==> src/rtl/ctrl_xmem_stream.sv <==
// Stream controller: fills x memory, issues convolution windows as data
// arrives, tracks datapath pipeline and output queue occupancy.
module ctrl_xmem_stream #(
    parameter int X_SIZE     = 128,
    parameter int F_SIZE     = 32,
    parameter int PIPE_DEPTH = 2,
    parameter int OUT_DEPTH  = 4,
    localparam int AW        = $clog2(X_SIZE),
    localparam int CW        = $clog2(X_SIZE + 1)
) (
    input  logic          clk,
    input  logic          reset,
    input  logic          s_valid,
    output logic          s_ready,
    output logic          xmem_wr_en,
    output logic [AW-1:0] xmem_wr_addr,
    input  logic          conv_start,
    output logic          mac_issue,
    output logic [AW-1:0] mac_win,
    output logic          y_push,
    output logic          m_valid,
    input  logic          m_ready,
    output logic          conv_done,
    output logic          busy
);

    localparam int Y_SIZE = X_SIZE - F_SIZE + 1;
    localparam int QW     = $clog2(OUT_DEPTH + PIPE_DEPTH + 1);

    typedef enum logic [1:0] {FILL, RUN, DRAIN, DONE} state_t;

    state_t                state_q;
    logic [CW-1:0]         x_count_q;
    logic [CW-1:0]         x_count_d;
    logic [CW-1:0]         win_cnt_q;
    logic                  start_pend_q;
    logic [PIPE_DEPTH-1:0] pipe_q;
    logic [PIPE_DEPTH-1:0] pipe_d;
    logic [QW-1:0]         inflight_q;
    logic [QW-1:0]         inflight_d;
    logic [QW-1:0]         occ_q;
    logic [QW-1:0]         occ_d;
    logic                  pop;
    logic                  data_ok;
    logic                  room_ok;

    assign s_ready = !reset && (state_q == FILL || state_q == RUN)
                     && (x_count_q < CW'(X_SIZE));
    assign xmem_wr_en   = s_valid && s_ready;
    assign xmem_wr_addr = x_count_q[AW-1:0];
    assign x_count_d    = x_count_q + CW'(xmem_wr_en);

    // A window may issue only once all of its samples are in memory
    assign data_ok = {1'b0, x_count_q} >= ((CW+1)'(F_SIZE) + {1'b0, win_cnt_q});
    assign room_ok = ({1'b0, inflight_q} + {1'b0, occ_q}) < (QW+1)'(OUT_DEPTH);

    assign mac_issue = !reset && (state_q == RUN) && (win_cnt_q < CW'(Y_SIZE))
                       && data_ok && room_ok;
    assign mac_win   = win_cnt_q[AW-1:0];
    assign y_push    = !reset && pipe_q[PIPE_DEPTH-1];
    assign m_valid   = (occ_q != '0);
    assign pop       = m_valid && m_ready;
    assign conv_done = (state_q == DONE);
    assign busy      = !(state_q == FILL && x_count_q == '0);

    always_comb begin
        pipe_d    = '0;
        pipe_d[0] = mac_issue;
        for (int i = 1; i < PIPE_DEPTH; i++) begin
            pipe_d[i] = pipe_q[i-1];
        end
        inflight_d = inflight_q;
        unique case ({mac_issue, y_push})
            2'b10:   inflight_d = inflight_q + QW'(1);
            2'b01:   inflight_d = inflight_q - QW'(1);
            default: inflight_d = inflight_q;
        endcase
        occ_d = occ_q;
        unique case ({y_push, pop})
            2'b10:   occ_d = occ_q + QW'(1);
            2'b01:   occ_d = occ_q - QW'(1);
            default: occ_d = occ_q;
        endcase
    end

    always_ff @(posedge clk) begin
        if (reset) begin
            state_q      <= FILL;
            x_count_q    <= '0;
            win_cnt_q    <= '0;
            start_pend_q <= 1'b0;
            pipe_q       <= '0;
            inflight_q   <= '0;
            occ_q        <= '0;
        end else begin
            x_count_q  <= x_count_d;
            pipe_q     <= pipe_d;
            inflight_q <= inflight_d;
            occ_q      <= occ_d;
            if (mac_issue) begin
                win_cnt_q <= win_cnt_q + CW'(1);
            end
            unique case (state_q)
                FILL: begin
                    // Counting this cycle's write lets the first issue follow it directly
                    if ((conv_start || start_pend_q) && x_count_d >= CW'(F_SIZE)) begin
                        state_q      <= RUN;
                        start_pend_q <= 1'b0;
                    end else if (conv_start) begin
                        start_pend_q <= 1'b1;
                    end
                end
                RUN: begin
                    if (win_cnt_q == CW'(Y_SIZE)) begin
                        state_q <= DRAIN;
                    end
                end
                DRAIN: begin
                    if (inflight_q == '0 && occ_q == '0) begin
                        state_q <= DONE;
                    end
                end
                DONE: begin
                    state_q      <= FILL;
                    x_count_q    <= '0;
                    win_cnt_q    <= '0;
                    start_pend_q <= 1'b0;
                end
            endcase
        end
    end

endmodule

==> config.mk <==
export PLATFORM = sky130hd
export DESIGN_NAME = ctrl_xmem_stream
export DESIGN_NICKNAME = d
export VERILOG_FILES = /design/src/rtl/ctrl_xmem_stream.sv
export SDC_FILE = /design/constraint.sdc
export NUM_CORES = 1
export LEC_CHECK = 0
export CORE_ASPECT_RATIO = 0.6
export CORE_MARGIN = 8
export CORE_UTILIZATION = 58
export CTS_CLUSTER_DIAMETER = 150
export DETAILED_ROUTE_END_ITERATION = 10
export PLACE_DENSITY = 0.86
export SLEW_MARGIN = 10
export SYNTH_ARGS = -nofsm -noshare
export SYNTH_HDL_FRONTEND = slang
export SYNTH_SLANG_ARGS = --single-unit
==> constraint.sdc <==
create_clock -name clk -period 6 [get_ports clk]
set_clock_uncertainty 0.1 [all_clocks]
set_input_delay 1.8 -clock clk [delete_from_list [all_inputs] [get_ports clk]]
set_output_delay 1.8 -clock clk [all_outputs]
set_load 0.01 [all_outputs]
Word-level counts from Yosys, hierarchy flattened

Index checks and enable logic that the tools add are counted.

Bits in registers: 27
Word-level logic and storage cells: 68
Bits of input ports: 5
Output and inout port bits: 21

Magnitude comparators: 5
Eq/ne operators: 12
Add/subtract/negate cells: 8
Reductions and logical operators: 27
Multiplexer cells: 9

Operators with widths:

| kind                  | number |
|---|---|
| $logic_and A1 B1 Y1   | 12 |
| $pmux W3 S2           | 2 |
| $add A6 B8 Y9 const A | 1 |
| $ge A8 B9 Y1          | 1 |
| $add A8 B1 Y8         | 1 |
| $add A8 B1 Y8 const B | 1 |
| $eq A2 B2 Y1 const B  | 4 |
| $eq A8 B7 Y1 const B  | 1 |
| $ge A8 B6 Y1 const B  | 1 |
| $logic_not A8 Y1      | 1 |
| $lt A8 B7 Y1 const B  | 1 |
| $lt A8 B8 Y1 const B  | 1 |
| $pmux W2 S4           | 1 |
| $add A3 B1 Y3 const B | 2 |
| $eq A2 B1 Y1 const B  | 3 |
| $logic_not A3 Y1      | 2 |
| $mux W2               | 3 |
| $reduce_bool A2 Y1    | 3 |
| $sub A3 B1 Y3 const B | 2 |
| $add A3 B3 Y4         | 1 |
| $lt A4 B3 Y1 const B  | 1 |
| $ne A2 B1 Y1 const B  | 2 |
| $ne A3 B2 Y1 const B  | 1 |
| $reduce_and A3 Y1     | 1 |
| other kinds (9)       | 12 |

Logic depth before layout (Yosys ltp)

Depth after elaboration: 10
Gate-level depth with buffers: 14
Depth with buffers taken out: 14

Worst setup path after synthesis

Ideal clock, no wire load.

Kind: in2out
Start point: in reset
End point: out mac_issue
Path slack: 0.803 ns
Arrival time: 3.297 ns
Buffers on the path: 0
Required time: 4.100 ns
Stages on the path: 4
Cell sequence: or4_1 > or3_1 > a311o_2 > nor2_1

Longest elaborated chain between the ends: 5

RTL lines:

| element                           | line | source |
|---|---|---|
| from (decl)                       | 12   | `input logic reset,` |
| $logic_not A1 Y1                  | 57   | `assign mac_issue = !reset && (state_q == RUN) && (win_cnt_q < CW'(Y_SIZE))` |
| $logic_and A1 B1 Y1 (2 in series) | 57   |  |
| $logic_and A1 B1 Y1 (2 in series) | 58   | `&& data_ok && room_ok;` |
| to (decl)                         | 18   | `output logic mac_issue,` |

Every way passes these cells.

Final worst setup path

Same ends and word-level chain as after synthesis.

==> results.md <==
- Of the post-synthesis cell area, the part taken by muxes is 0.0111.
- The worst setup path is captured at a primary output.
- For this run, the post-layout net count is 259.
- The synthesized net count is 241.
- The number of buffers created by CTS is 3.
- The number of antenna violations at the first check in global routing is 0.
- The power density over the cells is 148 mW/mm².
- Setup violations remaining at the end of the flow were counted as 0.
- In this run the mean area of a mapped cell was 8.58 µm².
- Data on the critical path is required at its endpoint by 4.10 ns.
- Along the worst path, the maximum fanout reaches 2.
- The clock tree buffer depth is 2.
- The die area is 0.00522 mm².
- The fmax is 173 MHz.
- Gates resized during post-CTS repair numbered 1.
- The first detailed-routing pass ran for 4 iterations.
- In the final routed layout, each cell accounts on average for 15.0 µm.
- The count of nets left with antenna violations after detail routing is 0.
- The signal on the critical path passes through clkdlybuf4s50_1 > or4_1 > or3_1 > a311o_2 > nor2_1 > dlygate4sd2_1.
- The area after detailed placement is 0.00203 mm².
- Once layout is complete, the cells apart from fillers number 270.
- The most common cell after layout, fill and taps aside is sky130_fd_sc_hd__dfxtp_1.
- In this run the static leakage power is 0.811 nW.
- The adder-cell share of the synthesized area is 0.181.
- The die is 59.3 µm tall.
- The initialized floorplan defines 15 standard-cell rows.
- Synthesis produced a netlist whose cell count is 211.
- The number of sinks on the clock net is 27.
- The worst pin sits at a relative slew slack of 0.528.
- The count of filler cells inserted in the layout is 238.
- The standard cell core area is 0.00293 mm².
- The worst setup path is launched from a primary input.
- The share of the Yosys chip area taken by registers is 0.299.
- In the finished design, the share of the clock period the worst path needs comes to 0.963.
- The worst setup path startpoint is reset.
- The post-layout minimum cycle time is 5.78 ns.
- The worst path meets setup with 0.221 ns of slack.
- The number of buffers inserted by port buffering is 25.
- The commonest register cell after synthesis is sky130_fd_sc_hd__dfxtp_1.
- The maximum level of the CTS H-tree is 1.
- The first-pass GRT wire length is 6810 µm.
- The count of hold-fix buffers inserted at cts is 0.
- The final hold violation count is 0.
- Compared with the post-synthesis result, the final layout area differs by 14.6%.
- After the first detailed-routing iteration, the DRC count stood at 98.
- The endpoint of the worst setup timing path is mac_issue.
- Summed over all layers, the global routing overflow is 0.
- The number of max-cap violations is 0.
- In this run the clock root is driven by a sky130_fd_sc_hd__clkbuf_8.
- Setup repair after global routing left no endpoint under its margin.
- The starting density of the core is 0.618.
- For the final routed database, the setup TNS stands at 0 ns.
- The peak per-stage delay on the critical path is 0.51 ns.
- The floorplan step set the die width to 88.1 µm.
- After synthesis, the largest family of logic cells by area is simple AND/OR/NAND/NOR gates.
- The number of remaining DRC errors is 0.
- The xor-xnor portion of the synthesized cell area is 0.0532.
- The total via count after detailed routing is 1554.
- The total half-perimeter wirelength after legalization and detailed placement is 3200 µm.
- Buffers added to address setup during post-CTS repair amount to 0.
- The arrival time at the worst endpoint is 3.88 ns.
- The number of vias per cell is 5.76.
- The area fraction in compound gates after synthesis came to 0.153.
- Routability-driven placement finished with a final weighted congestion of 0.870.
- The number of antenna diodes in the final layout is 0.
- The clock latency reported for the late side of the worst-skew pair is 0.27 ns.
- The worst flop-to-flop path endpoint is inflight_q[2].
- The final worst hold slack is 0.381 ns.
- The clock transition at the registers of the reported paths is 0.09 ns.
- After routing the design area is 0.00207 mm².
- Among all stages on the critical path, the largest delay is contributed by sky130_fd_sc_hd__or4_1.
- Wires add up to 4060 µm.
- TritonCTS built the clock tree.
- The category of the critical setup timing path is primary input to primary output.
- The via count of the first global-routing pass is 1413.
- The async set-or-reset flop fraction in the synthesized netlist is 0.
- The flow ran to the end, and the final reports show no timing, DRC or antenna violations.
- The design draws 0.307 mW.
- Measured on the finished design, the core utilization comes to 0.709.
- The number of distinct standard cells referenced by the synthesized netlist is 43.
- The number of synthesis warnings is 0.
- The number of flops mapped to enable cells by yosys is 0.
- The number of max-slew violations in the final report is 0.
- In this run the cell area of the synthesized design comes to 0.00181 mm².
- The transition time of the tightest slew-check pin is 0.705 ns.
- The maximum resistive drop on vdd is 0.126 mV.
- In the final layout, the share of cells above drive strength 1 is 0.0526.
- Entering global routing, the biggest net connects 15 pins.
- The worst-case setup slack after placement is -0.0433 ns.
- The all-layer global routing usage is 0.162.
- In the layout the commonest cells are 27 x sky130_fd_sc_hd__dfxtp_1, 24 x sky130_fd_sc_hd__clkdlybuf4s50_1, 23 x sky130_fd_sc_hd__ha_1.
- Counting flops and latches in the post-synthesis netlist gives 27.
- The reg2reg setup slack is 2.56 ns.
- The number of cells on the worst reg-to-reg path is 15.
- The I/O pin total is 26.
- The type of the most critical hold path is flop to flop.
- The simple-gate share of the synthesized area is 0.202.
- The cell count after placement is 266.
- The launch point of the worst reg-to-reg path is win_cnt_q[5].
power breakdown:
| group | switching (mW) | internal, mW |
|---|---|---|
| Sequential | 0.00157 | 0.180 |
| Clock | 0.0565 | 0.0476 |
| Combinational | 0.0105 | 0.0105 |
| Total | 0.0686 | 0.238 |
worst min-delay path by stage:
stage / start / to / slack (ns) / cells after the start
floorplan: pipe_q[0] / pipe_q[1] / 0.31 / 1
detailed placement: pipe_q[0] / pipe_q[1] / 0.35 / 1
global placement: pipe_q[0] / pipe_q[1] / 0.36 / 1
global route: pipe_q[0] / pipe_q[1] / 0.38 / 1
finish: pipe_q[0] / pipe_q[1] / 0.38 / 1
CTS: pipe_q[0] / pipe_q[1] / 0.38 / 1
metal layers:
layer / up-vias / track usage / wire length [µm]
met5: - / 0 / 0
met4: 0 / 0.0382 / 20
met3: 4 / 0.0456 / 398
met2: 71 / 0.222 / 1610
met1: 711 / 0.237 / 2030
li1: 768 / - / -
cell families after synthesis:
family	Yosys count
adders and majority gates	25
muxes	2
buffers and inverters	35
AOI/OAI and AO/OA	38
xor gates and xnor gates	11
and+or+nand+nor	73
DFF	27
sequential cells by signal, summed over array words and instances (netlist names):
| signal | count |
|---|---|
| inflight_q | 3 |
| win_cnt_q | 8 |
| x_count_q | 8 |
| occ_q | 3 |
| start_pend_q | 1 |
| pipe_q | 2 |
| state_q | 2 |
final cells by class:
class                   instances  area [µm²]  share of cell area
multi-input cells             149        1090               0.524
flip-flops and latches         27         541               0.261
repair buffers                 29         279               0.134
inverters                      19        71.3              0.0344
well taps                      42        52.6              0.0253
clock buffers                   4        45.0              0.0217
worst max-delay path: cells and delay by family:
| family | cells | cell delay (ns) |
|---|---|---|
| AOI/OAI and AO/OA | 1 | 0.39 |
| buffers and inverters | 2 | 0.70 |
| and+or+nand+nor | 3 | 0.99 |
cell usage after synthesis, drive strengths merged, types with 5 or more instances:
cell / number / share of area
nand2: 14 / 0.029
nor2: 21 / 0.044
a21oi: 11 / 0.030
dfxtp: 27 / 0.30
inv: 19 / 0.039
nand3: 8 / 0.022
xor2: 7 / 0.034
ha: 23 / 0.16
or3: 5 / 0.017
o21ai: 6 / 0.017
buf: 14 / 0.058
Power figures use the tool's default switching activity.
